<file path="src/rtl/hazard_controller.sv">
// Hazard/sequencing control for the 5-stage MIPS pipe: forwarding selects, load-use and
// branch stalls, and a wait-state FSM for a multi-cycle data memory with timeout.

module hazard_fwd_lane #(
   parameter int RF_ADDR_WIDTH = 5
) (
   input  logic [RF_ADDR_WIDTH-1:0] src_e,
   input  logic [RF_ADDR_WIDTH-1:0] src_d,
   input  logic [RF_ADDR_WIDTH-1:0] write_reg_m,
   input  logic [RF_ADDR_WIDTH-1:0] write_reg_w,
   input  logic                     reg_write_m,
   input  logic                     reg_write_w,
   output logic [1:0]               fwd_e,
   output logic                     fwd_d
);
   logic m_live, w_live;

   // r0 is hardwired zero, so a write to it must never be forwarded
   assign m_live = reg_write_m && (write_reg_m != '0);
   assign w_live = reg_write_w && (write_reg_w != '0);

   assign fwd_e = (m_live && (write_reg_m == src_e)) ? 2'b10 :
                  (w_live && (write_reg_w == src_e)) ? 2'b01 : 2'b00;
   assign fwd_d = m_live && (write_reg_m == src_d);
endmodule

module hazard_controller #(
   parameter int         RF_ADDR_WIDTH = 5,
   parameter logic [1:0] LOAD_SEL      = 2'b01,
   parameter int         TIMEOUT       = 16,
   parameter int         CNT_WIDTH     = 16
) (
   input  logic                     i_CLK,
   input  logic                     i_RST,
   input  logic [RF_ADDR_WIDTH-1:0] i_RsD,
   input  logic [RF_ADDR_WIDTH-1:0] i_RtD,
   input  logic [RF_ADDR_WIDTH-1:0] i_RsE,
   input  logic [RF_ADDR_WIDTH-1:0] i_RtE,
   input  logic [RF_ADDR_WIDTH-1:0] i_WriteRegE,
   input  logic [RF_ADDR_WIDTH-1:0] i_WriteRegM,
   input  logic [RF_ADDR_WIDTH-1:0] i_WriteRegW,
   input  logic                     i_RegWriteE,
   input  logic                     i_RegWriteM,
   input  logic                     i_RegWriteW,
   input  logic [1:0]               i_MemtoRegE,
   input  logic [1:0]               i_MemtoRegM,
   input  logic                     i_BranchD,
   input  logic                     i_PCSrcD,
   input  logic                     i_MemReqM,
   input  logic                     i_MemReadyM,
   output logic                     o_StallF,
   output logic                     o_StallD,
   output logic                     o_StallE,
   output logic                     o_StallM,
   output logic                     o_FlushD,
   output logic                     o_FlushE,
   output logic                     o_FlushW,
   output logic [1:0]               o_ForwardAE,
   output logic [1:0]               o_ForwardBE,
   output logic                     o_ForwardAD,
   output logic                     o_ForwardBD,
   output logic [CNT_WIDTH-1:0]     o_StallCnt,
   output logic                     o_MemErr
);
   localparam int WCNT_W = $clog2(TIMEOUT + 1);

   typedef enum logic [1:0] {RUN, MEM_WAIT, ERROR} state_t;

   typedef struct packed {
      logic stall_f, stall_d, stall_e, stall_m;
      logic flush_d, flush_e, flush_w;
   } ctl_t;

   localparam ctl_t HOLD_ALL = 7'b1111_001;

   state_t              state_q, state_d;
   logic [WCNT_W-1:0]   wcnt_q, wcnt_d;
   logic                err_q, err_d;
   logic [CNT_WIDTH-1:0] stall_cnt_q;
   ctl_t                ctl;
   logic                memwait, lwstall, brstall, hz;

   // lane 0 = operand A (Rs), lane 1 = operand B (Rt)
   logic [1:0][RF_ADDR_WIDTH-1:0] src_e, src_d;
   logic [1:0][1:0]               fwd_e;
   logic [1:0]                    fwd_d;

   assign src_e = {i_RtE, i_RsE};
   assign src_d = {i_RtD, i_RsD};

   for (genvar g = 0; g < 2; g++) begin : g_lane
      hazard_fwd_lane #(.RF_ADDR_WIDTH(RF_ADDR_WIDTH)) u_lane (
         .src_e       (src_e[g]),
         .src_d       (src_d[g]),
         .write_reg_m (i_WriteRegM),
         .write_reg_w (i_WriteRegW),
         .reg_write_m (i_RegWriteM),
         .reg_write_w (i_RegWriteW),
         .fwd_e       (fwd_e[g]),
         .fwd_d       (fwd_d[g])
      );
   end

   assign o_ForwardAE = i_RST ? 2'b00 : fwd_e[0];
   assign o_ForwardBE = i_RST ? 2'b00 : fwd_e[1];
   assign o_ForwardAD = i_RST ? 1'b0  : fwd_d[0];
   assign o_ForwardBD = i_RST ? 1'b0  : fwd_d[1];

   assign memwait = i_MemReqM && !i_MemReadyM;
   assign lwstall = i_RegWriteE && (i_MemtoRegE == LOAD_SEL) && (i_RtE != '0) &&
                    ((i_RtE == i_RsD) || (i_RtE == i_RtD));
   // the load term deliberately ignores RegWriteM: a load in M always blocks the comparator
   assign brstall = i_BranchD &&
                    ((i_RegWriteE && (i_WriteRegE != '0) &&
                      ((i_WriteRegE == i_RsD) || (i_WriteRegE == i_RtD))) ||
                     ((i_MemtoRegM == LOAD_SEL) && (i_WriteRegM != '0) &&
                      ((i_WriteRegM == i_RsD) || (i_WriteRegM == i_RtD))));
   assign hz = lwstall || brstall;

   always_ff @(posedge i_CLK or posedge i_RST) begin
      if (i_RST) begin
         state_q     <= RUN;
         wcnt_q      <= '0;
         err_q       <= 1'b0;
         stall_cnt_q <= '0;
      end else begin
         state_q <= state_d;
         wcnt_q  <= wcnt_d;
         err_q   <= err_d;
         if (ctl.stall_f && (stall_cnt_q != '1))
            stall_cnt_q <= stall_cnt_q + CNT_WIDTH'(1);
      end
   end

   // wcnt counts low-ready cycles already spent waiting; the TIMEOUT-th one trips ERROR
   always_comb begin
      state_d = state_q;
      wcnt_d  = wcnt_q;
      err_d   = err_q;
      unique case (state_q)
         RUN: begin
            if (memwait) begin
               state_d = MEM_WAIT;
               wcnt_d  = WCNT_W'(1);
            end
         end
         MEM_WAIT: begin
            if (i_MemReadyM) begin
               state_d = RUN;
               wcnt_d  = '0;
            end else begin
               wcnt_d = wcnt_q + WCNT_W'(1);
               if (wcnt_q == WCNT_W'(TIMEOUT - 1)) begin
                  state_d = ERROR;
                  err_d   = 1'b1;
               end
            end
         end
         default: state_d = ERROR;
      endcase
   end

   always_comb begin
      ctl = '0;
      if (!i_RST) begin
         unique case (state_q)
            RUN: begin
               if (memwait) begin
                  ctl = HOLD_ALL;
               end else begin
                  ctl.stall_f = hz;
                  ctl.stall_d = hz;
                  ctl.flush_e = hz;
                  ctl.flush_d = i_PCSrcD && !hz;
               end
            end
            default: ctl = HOLD_ALL;
         endcase
      end
   end

   assign o_StallF   = ctl.stall_f;
   assign o_StallD   = ctl.stall_d;
   assign o_StallE   = ctl.stall_e;
   assign o_StallM   = ctl.stall_m;
   assign o_FlushD   = ctl.flush_d;
   assign o_FlushE   = ctl.flush_e;
   assign o_FlushW   = ctl.flush_w;
   assign o_StallCnt = stall_cnt_q;
   assign o_MemErr   = err_q;
endmodule

</file>
<file path="config.mk">
export PLATFORM = sky130hd
export DESIGN_NAME = hazard_controller
export DESIGN_NICKNAME = d
export VERILOG_FILES = /design/src/rtl/hazard_controller.sv
export SDC_FILE = /design/constraint.sdc
export NUM_CORES = 1
export LEC_CHECK = 0
export ABC_AREA = 1
export BUFFER_PORTS_ARGS = -buffer_cell sky130_fd_sc_hd__buf_2
export CAP_MARGIN = 20
export CORE_ASPECT_RATIO = 0.7
export CORE_MARGIN = 5
export CORE_UTILIZATION = 40
export CTS_BUF_LIST = sky130_fd_sc_hd__clkbuf_16
export DETAILED_ROUTE_END_ITERATION = 10
export PLACE_DENSITY = 0.67
export RECOVER_POWER = 100
export SYNTH_ARGS = -nofsm -noshare
export SYNTH_HDL_FRONTEND = slang
export SYNTH_SLANG_ARGS = --single-unit
</file>
<file path="constraint.sdc">
create_clock -name i_CLK -period 2.2 [get_ports i_CLK]
set_input_delay 0.33 -clock i_CLK [delete_from_list [all_inputs] [get_ports i_CLK]]
set_output_delay 0.33 -clock i_CLK [all_outputs]
set_load 0.05 [all_outputs]
</file>
; Yosys cells after proc, flatten, opt, wreduce, memory -nomap -nowiden
; Cells that the tools add are included.
[word_totals]
regBits = 24
[classes]
n_mux = 21
bitwise = 1
reduce_logical = 35
eq_ne = 17
n_addsub = 2
[ops]
columns = cell, n
row1 = equality test 5 bit, 10
row2 = two-way mux 2 bit, 10
row3 = nonzero test 5 bit, 4
row4 = logical AND 1 bit, 19
row5 = "adder 16 x 1 -> 16 bit, second input constant", 1
row6 = "!= test 16 bit, second input constant", 1
row7 = two-way mux 7 bit, 2
row8 = two-way mux 5 bit, 2
row9 = case mux 5 bit (2 select lines), 1
row10 = "equality test 2 x 1 -> 1 bit, second input constant", 3
row11 = "adder 5 x 1 -> 5 bit, second input constant", 1
row12 = "equality test 5 x 4 -> 1 bit, second input constant", 1
row13 = logical OR 1 bit, 5
row14 = two-way mux 1 bit, 5
row15 = case mux 2 bit (2 select lines), 1
row16 = AND reduction 2 bit, 2
row17 = "!= test 3 bit, second input constant", 1
row18 = AND reduction 3 bit, 1
row19 = zero test 1 bit, 2
row20 = zero test 2 bit, 1
row21 = "!= test 2 bit, second input constant", 1
row22 = nonzero test 2 bit, 1
row23 = NOT 1 bit, 1

; Logic depth before layout (Yosys ltp)
; Gate-level depths: netlist (run 1).
[logic_depth]
depth_word = 12
mapped_depth = 15
mapped_depth_nobuf = 13

; Hierarchy
; Synthesis (run 1) repeated with hierarchy kept, for this count alone.
[unflattened]
hier_cells = 448
area_unflattened_um2 = 2671.3
[modules_own_cells]
columns = mod, cells_per_inst, instances, area_per_inst_um2
row1 = hazard_controller, 324, 1, 2110.8
row2 = hazard_fwd_lane, 62, 2, 280.3

; Worst setup path after synthesis (run 1)
; OpenSTA, ideal clock, no wires.
[synth_timing]
path_kind = input to output
start = input i_WriteRegM[3]
end = output o_ForwardAE[0]
path_stages = 6
arrival_ps = 2326
path_slack_ps = -456
path_cell_list = buf_6 nor3_1 nand3_1 nand2_1 nor4_1 nor4_1
[synth_via]
elab_chain_len = 5
elab_cells_between_ends = 6
classes_between = 1 x eq/ne / 2 x mux / 3 x reduce/logical
[synth_lines]
columns = element, line
row1 = "start, declared", 40  ; input logic [RF_ADDR_WIDTH-1:0] i_WriteRegM,
row2 = nonzero test 5 bit, 19  ; assign m_live = reg_write_m && (write_reg_m != '0);
row3 = logical AND 1 bit, 19
row4 = logical AND 1 bit *, 22  ; assign fwd_e = (m_live && (write_reg_m == src_e)) ? 2'b10 :
row5 = two-way mux 2 bit *, 22
row6 = two-way mux 2 bit *, 104  ; assign o_ForwardAE = i_RST ? 2'b00 : fwd_e[0];
row7 = "end, declared", 58  ; output logic [1:0] o_ForwardAE,
; Every way passes the cells marked *; elsewhere a longest branch is shown, timed or not.

; Worst setup path after layout (run 1)
[layout_timing]
start = input i_WriteRegM[4]
end = output o_FlushE
[layout_via]
elab_chain_len = 9
elab_cells_between_ends = 12
classes_between = 2 x eq/ne / 3 x mux / 7 x reduce/logical
[layout_lines]
columns = element, line
row1 = equality test 5 bit / nonzero test 5 bit (equally long branches), "117, 116"
row2 = logical OR 1 bit / logical AND 1 bit (equally long branches), "117, 116"
row3 = logical AND 1 bit *, 116  ; ((i_MemtoRegM == LOAD_SEL) && (i_WriteRegM != '0) &&
row4 = logical OR 1 bit *, 115  ; ((i_WriteRegE == i_RsD) || (i_WriteRegE == i_RtD))) ||
row5 = logical AND 1 bit *, 113  ; assign brstall = i_BranchD &&
row6 = logical OR 1 bit *, 118  ; assign hz = lwstall || brstall;
row7 = two-way mux 2 bit *, 168  ; if (memwait) begin
row8 = two-way mux 7 bit *, 166  ; unique case (state_q)
row9 = two-way mux 7 bit *, 165  ; if (!i_RST) begin
row10 = "end, declared", 56  ; output logic o_FlushE,
; Marks and branches as above.

==> results.sh, run 1 <==
export IMPL_peakVddDrop_uv=335.3
export IMPL_post_route_period_util_pct=92.63
export IMPL_wl_per_cell_um=13.60
export IMPL_status="finished clean"
export IMPL_rsz0062_at_grt="false"
export IMPL_drive_above_1_share_pct=21.72
export IMPL_grt_overflow=0
export IMPL_postCtsResizedCells=0
export IMPL_placed_cell_area_mm2=0.002867
export IMPL_cts_root_buf="clkbuf_16"
export IMPL_pwr_share_clk_pct=25.7
export IMPL_grt_pass1_vias=2324
export IMPL_die_w_um=102.9
export IMPL_synth_nets=422
export IMPL_finClkSkew_ns=0.005734
export IMPL_area_delta_synth_final_pct=19.71
export IMPL_synthArstFlopShare_pct=100.0
export IMPL_tightest_slew_ns=0.9166
export IMPL_drt_iter0_drc=215
export IMPL_place_hpwl_um=5777
export IMPL_r2r_end="o_StallCnt[0]"
export IMPL_place_ws_ns=0.1380
export IMPL_synth_edf_count=0
export IMPL_worstSetupStartpointType="primary input"
export IMPL_dieArea_mm2=0.007726
export IMPL_cpMostUsedCell="nand2_1"
export IMPL_yosysMostFrequentCell="nand2_1"
export IMPL_num_vias=2650
export IMPL_yosysTopAreaCellShare_pct=24.83
export IMPL_num_antenna_cells=0
export IMPL_grtUsageTotal_pct=18.77
export IMPL_ys_ff_latch=24
export IMPL_cp_depth=13
export IMPL_reg2reg_from="o_StallCnt[0]"
export IMPL_dp_cells=514
export IMPL_synth_common_cells="110 x nand2_1, 45 x inv_1, 29 x nor2_1, 24 x dfrtp_1, 23 x nand4_1"
export IMPL_relSlewSlack_pct=38.89
export IMPL_setup_viol=0
export IMPL_fin_crit_ns=2.038
export IMPL_cts_buffer_depth=2
export IMPL_cpPeakStageDelay_ns=0.23
export IMPL_p_sw_uw=620.4
export IMPL_path_buf_inv=3
export IMPL_h_tree_depth=1
export IMPL_post_cts_setup_buffers=0
export IMPL_cpMaxStageDelayCell="clkbuf_4"
export IMPL_fin_area_mm2=0.002895
export IMPL_avgSynthCellArea_um2=6.519
export IMPL_final_setup_tns_ns=0
export IMPL_core_area_mm2=0.005784
export IMPL_powerDensity_mw_per_mm2=520.5
export IMPL_synth_area_mm2=0.002419
export IMPL_synthCells=371
export IMPL_initial_core_util_pct=41.81
export IMPL_r2r_setup_slack_ns=0.19
export IMPL_ant_nets=0
export IMPL_min_delay_start="i_MemReadyM"
export IMPL_first_pass_iters=5
export IMPL_maxCapViolations=0
export IMPL_cp_top_family="simple AND/OR/NAND/NOR gates"
export IMPL_worstHoldPathCells=4
export IMPL_path_clk_slew_ns=0.06
export IMPL_intPower_uw=886.7
export IMPL_yosys_warnings=0
export IMPL_pwr_share_comb_pct=37.3
export IMPL_clock_sinks=24
export IMPL_seq_power_share_pct=37.0
export IMPL_synthDistinctLibCells=31
export IMPL_postCtsHoldBufs=0
export IMPL_io_buffers=77
export IMPL_synth_area_leaders="dfrtp_1 25%, nand2_1 17%, inv_1 7.0%, xor2_1 6.2%, nand4_1 5.9%"
export IMPL_slew_violations=0
export IMPL_cp_cell_sequence="buf_2, inv_2, nand2_1, nand2_1, nor2_1, nand3_1, nand2_1, nand2_1, nand2_1, nand2_2, nand2_1, and3_1, clkbuf_4"
export IMPL_leakagePower_nw=1.571
export IMPL_endpoint_kind="primary output"
export IMPL_fmax_ghz=0.4907
export IMPL_hp_class="in -> reg"
export IMPL_cts_tree="built"
export IMPL_cp_arrival_ns=1.71
export IMPL_synth_area_leader_cell="dfrtp_1"
export IMPL_numCtsBuffers=3
export IMPL_boundaryPins=78
export IMPL_vias_per_cell=5.126
export IMPL_antenna_found_initial=0
export IMPL_rows=23
export IMPL_rr_worst_depth=9
export IMPL_fin_util_pct=50.05
export IMPL_yosys_most_used_dff="dfrtp_1"
export IMPL_final_cells=517
export IMPL_clock_latency_ns=0.25
export IMPL_critPathKind="in -> out"
export IMPL_hold_viol=0
export IMPL_hold_end="wcnt_q[1]"
export IMPL_cp_max_fo=6
export IMPL_nets=495
export IMPL_cp_required_ns=1.87
export IMPL_fillers=586
export IMPL_drc=0
export IMPL_yosysSeqAreaShare_pct=24.83
export IMPL_power_switching_share_pct=41.17
export IMPL_wl_um=7030
export IMPL_grt_pass1_wl_um=11590
export IMPL_worst_slack_ns=0.1621
export IMPL_die_y_um=75.06
export IMPL_grt_max_degree=42
export IMPL_finalWeightedCongestion=0.9649
==> state kept, by name, indices dropped and copies added, names as in the netlist <==
signal,flops
o_StallCnt,16
o_MemErr,1
state_q,2
wcnt_q,5
==> through the flow <==
| step | total power [mW] | hold slack, ns |
|---|---|---|
| floorplan | 0.9735 | 0.4530 |
| global placement | 1.144 | 0.4492 |
| detailed placement | 1.146 | 0.4487 |
| CTS | 1.543 | 0.3593 |
| global route | 1.595 | 0.4147 |
| finish | 1.507 | 0.3902 |
==> worst reg2reg max path: stages (launching register included) <==
cell and delay [ns]:
dfrtp_1 0.46, ha_1 0.28, nand2_2 0.10, nor2_4 0.13, nand2_2 0.10, nor3_4 0.16
nand4_4 0.23, nand3_4 0.30, nand2_1 0.11, nand2_2 0.07
==> metal layers <==
metal  vias up  track usage [%]  wire length [um]
met3         2            4.167               681
met1      1225            29.66              3477
met4         0            2.299                29
li1       1326                -                 -
met5         -                0                 0
met2        97            26.44              2842
==> how the worst max path moves through the flow <==
stage | start | to | slack (ns)
6_report | i_WriteRegM[4] | o_FlushE | 0.16
3_5_place_dp | i_WriteRegM[3] | o_FlushD | 0.14
4_1_cts | i_WriteRegM[3] | o_FlushD | 0.12
5_1_grt | i_WriteRegM[2] | o_FlushE | 0.003
2_1_floorplan | i_WriteRegM[4] | o_ForwardBD | 0.06
3_3_place_gp | i_WriteRegM[3] | o_FlushD | -0.02
==> final cells by class <==
class                      instances  area (um2)  area share (%)
timing repair buffer              81       391.6           13.53
inverter                          50       187.7           6.482
clock buffer                       3       75.07           2.593
tap                               75       93.84           3.241
multi-input combinational        284        1546           53.41
sequential                        24       600.6           20.74
==> cell usage in the layout, fill, tap and decap left out <==
master / netlist / layout
a21oi_1: 8 / 8
a31oi_4: 0 / 1
and3_1: 1 / 1
buf_2: 3 / 48
buf_4: 5 / 3
clkbuf_1: 3 / 19
clkbuf_16: 0 / 3
clkbuf_2: 0 / 10
clkbuf_4: 0 / 1
dfrtp_1: 24 / 24
ha_1: 3 / 3
inv_1: 45 / 45
inv_2: 5 / 5
nand2_1: 110 / 116
nand2_2: 22 / 16
nand3_1: 19 / 19
nand3_4: 2 / 2
nand3b_1: 1 / 1
nand4_1: 23 / 23
nand4_4: 1 / 1
nor2_1: 29 / 29
nor2_4: 1 / 1
nor3_1: 10 / 9
nor3_2: 0 / 1
nor3_4: 1 / 1
nor3b_1: 2 / 2
nor4_1: 5 / 4
nor4_2: 0 / 1
o2111ai_1: 2 / 2
o21ai_0: 6 / 6
o22ai_1: 3 / 3
or2_2: 2 / 2
xnor2_1: 15 / 15
xor2_1: 17 / 17
==> power by group through the flow <==
stage	combinational (mW)	sequential, mW	clock, mW
after floorplan	0.284	0.689	0
after CTS	0.582	0.559	0.401
after global routing	0.615	0.565	0.415
after global placement	0.578	0.566	0
after detailed placement	0.579	0.567	0
final	0.563	0.558	0.387
==> logic make-up after synthesis <==
kind of cell	after synthesis	share of synthesized area [%]
xor+xnor	32	11.59
fa+ha+maj	3	1.552
simple gates	229	45.68
buf+inv	63	11.69
compound gates	20	4.656
flops	24	24.83
Note: power is estimated with default switching activity, not from simulation.
==> run 2, diff against run 1 <==
- CORE_ASPECT_RATIO: 0.7 -> unset
- GPL_ROUTABILITY_DRIVEN: unset -> 0
==> run 2 against run 1 <==
Sequential power is 1% lower. Fmax is 2.6% higher. Wire length is 6.4% lower. Sequential cell count stayed put. Combinational power is 2% lower. Worst setup slack better by 0.052 ns. Global-route usage is 1.1 points lower. Sequential share of layout area is 0.20 points higher. Clock power is 5% higher. Largest power group is now registers.
==> results.sh, run 2 (same netlist as run 1, synthesis figures left out) <==
export IMPL_cpMostUsedCell="nand2_1"
export IMPL_num_antenna_cells=0
export IMPL_grtUsageTotal_pct=17.72
export IMPL_nets=494
export IMPL_boundaryPins=78
export IMPL_vias_per_cell=5.039
export IMPL_layout_commonest_cell="nand2_1"
export IMPL_hold_ws_ns=0.3785
export IMPL_setup_viol=0
export IMPL_die_w_um=87.76
export IMPL_reg2reg_from="o_StallCnt[0]"
export IMPL_cp_top_family="simple AND/OR/NAND/NOR gates"
export IMPL_first_pass_iters=4
export IMPL_post_route_period_util_pct=90.29
export IMPL_maxCapViolations=0
export IMPL_path_clk_slew_ns=0.06
export IMPL_drt_iter0_drc=114
export IMPL_cpMaxStageDelayCell="clkbuf_4"
export IMPL_io_buffers=77
export IMPL_cp_arrival_ns=1.66
export IMPL_antenna_found_initial=0
export IMPL_cp_depth=13
export IMPL_postCtsResizedCells=0
export IMPL_cts_tree="built"
export IMPL_dieArea_mm2=0.007702
export IMPL_relSlewSlack_pct=29.45
export IMPL_powerDensity_mw_per_mm2=524.7
export IMPL_peakVddDrop_uv=434.1
export IMPL_largest_reg_flops=16
export IMPL_area_delta_synth_final_pct=18.57
export IMPL_core_area_mm2=0.005886
export IMPL_fin_area_mm2=0.002868
export IMPL_cpPeakStageDelay_ns=0.23
export IMPL_worstSetupStartpointType="primary input"
export IMPL_fin_crit_ns=1.986
export IMPL_postCtsHoldBufs=0
export IMPL_cts_buffer_depth=2
export IMPL_fmax_ghz=0.5034
export IMPL_finClkSkew_ns=0.004127
export IMPL_power_mw=1.505
export IMPL_min_delay_start="i_MemReadyM"
export IMPL_endpoint_kind="primary output"
export IMPL_rows=28
export IMPL_cp_cell_sequence="buf_2, inv_2, nand2_1, nand2_1, nor2_1, nand3_1, nand2_1, nand2_1, nand2_1, nand2_2, nand2_1, and3_1, clkbuf_4"
export IMPL_leakagePower_nw=1.547
export IMPL_wl_um=6579
export IMPL_cp_required_ns=1.87
export IMPL_slew_violations=0
export IMPL_critPathKind="in -> out"
export IMPL_final_setup_tns_ns=0
export IMPL_grt_overflow=0
export IMPL_grt_pass1_wl_um=11180
export IMPL_drc=0
export IMPL_tightest_slew_ns=1.058
export IMPL_grt_pass1_vias=2524
export IMPL_worstHoldPathCells=4
export IMPL_cts_root_buf="clkbuf_16"
export IMPL_post_cts_setup_buffers=0
export IMPL_clock_latency_ns=0.26
export IMPL_final_cell_mix="120 x nand2_1, 47 x buf_2, 45 x inv_1"
export IMPL_path_buf_inv=3
export IMPL_rr_worst_depth=9
export IMPL_num_vias=2605
export IMPL_ant_nets=0
export IMPL_numCtsBuffers=3
export IMPL_fin_util_pct=48.72
export IMPL_status="finished clean"
export IMPL_rsz0062_at_grt="false"
export IMPL_hold_viol=0
export IMPL_hp_class="in -> reg"
export IMPL_cp_max_fo=6
export IMPL_placed_cell_area_mm2=0.002846
export IMPL_initial_core_util_pct=41.09
export IMPL_clock_sinks=24
export IMPL_critPathLaunch="i_WriteRegM[4]"
export IMPL_fillers=620
export IMPL_grt_max_degree=22
export IMPL_h_tree_depth=1
export IMPL_die_y_um=87.76
export IMPL_place_hpwl_um=5500
export IMPL_drive_above_1_share_pct=19.23
export IMPL_wl_per_cell_um=12.73
[run 2: worst paths after layout]
kind                             endpoint  slack [ns]
min                             wcnt_q[1]        0.38
min reg2reg                      o_MemErr        0.47
max in group asynchronous  o_StallCnt[15]        0.95
max reg2reg                 o_StallCnt[5]        0.31
max                              o_FlushE        0.21
min in group asynchronous       wcnt_q[4]        0.60
[run 2: layout make-up]
type	instances	area [um2]	share of cell area [%]
Clock buffer	3	75.07	2.618
Inverter	50	187.7	6.545
Multi-Input combinational cell	284	1531	53.40
Timing Repair Buffer	80	375.4	13.09
Tap cell	75	93.84	3.272
Sequential cell	24	600.6	20.94
Clock inverter	1	3.754	0.1309
[run 2: stage by stage]
| stage | worst slack [ns] | instances |
|---|---|---|
| CTS | 0.1747 | 517 |
| finish | 0.2137 | 517 |
| floorplan | 0.06294 | 371 |
| global route | 0.01980 | 517 |
| global placement | 0.1843 | 513 |
| detailed placement | 0.1771 | 513 |
[run 2: metal layers]
metal | up-vias | track usage (%) | wire [um]
li1 | 1330 | - | -
met1 | 1176 | 22.77 | 2750
met2 | 91 | 30.96 | 3233
met3 | 8 | 3.010 | 510
met4 | 0 | 4.045 | 85
met5 | - | 0 | 0
[run 2: worst min-delay path: stages]
cell	delay, ns
buf_2	0.09
nor2_1	0.07
nand2_1	0.07
nand2_1	0.05
[run 2: where the power goes]
part	switching (mW)	leakage [nW]	internal (mW)
Clock	0.162	0.0385	0.243
Combinational	0.388	1.20	0.162
Sequential	0.0689	0.305	0.481
Total	0.619	1.55	0.886
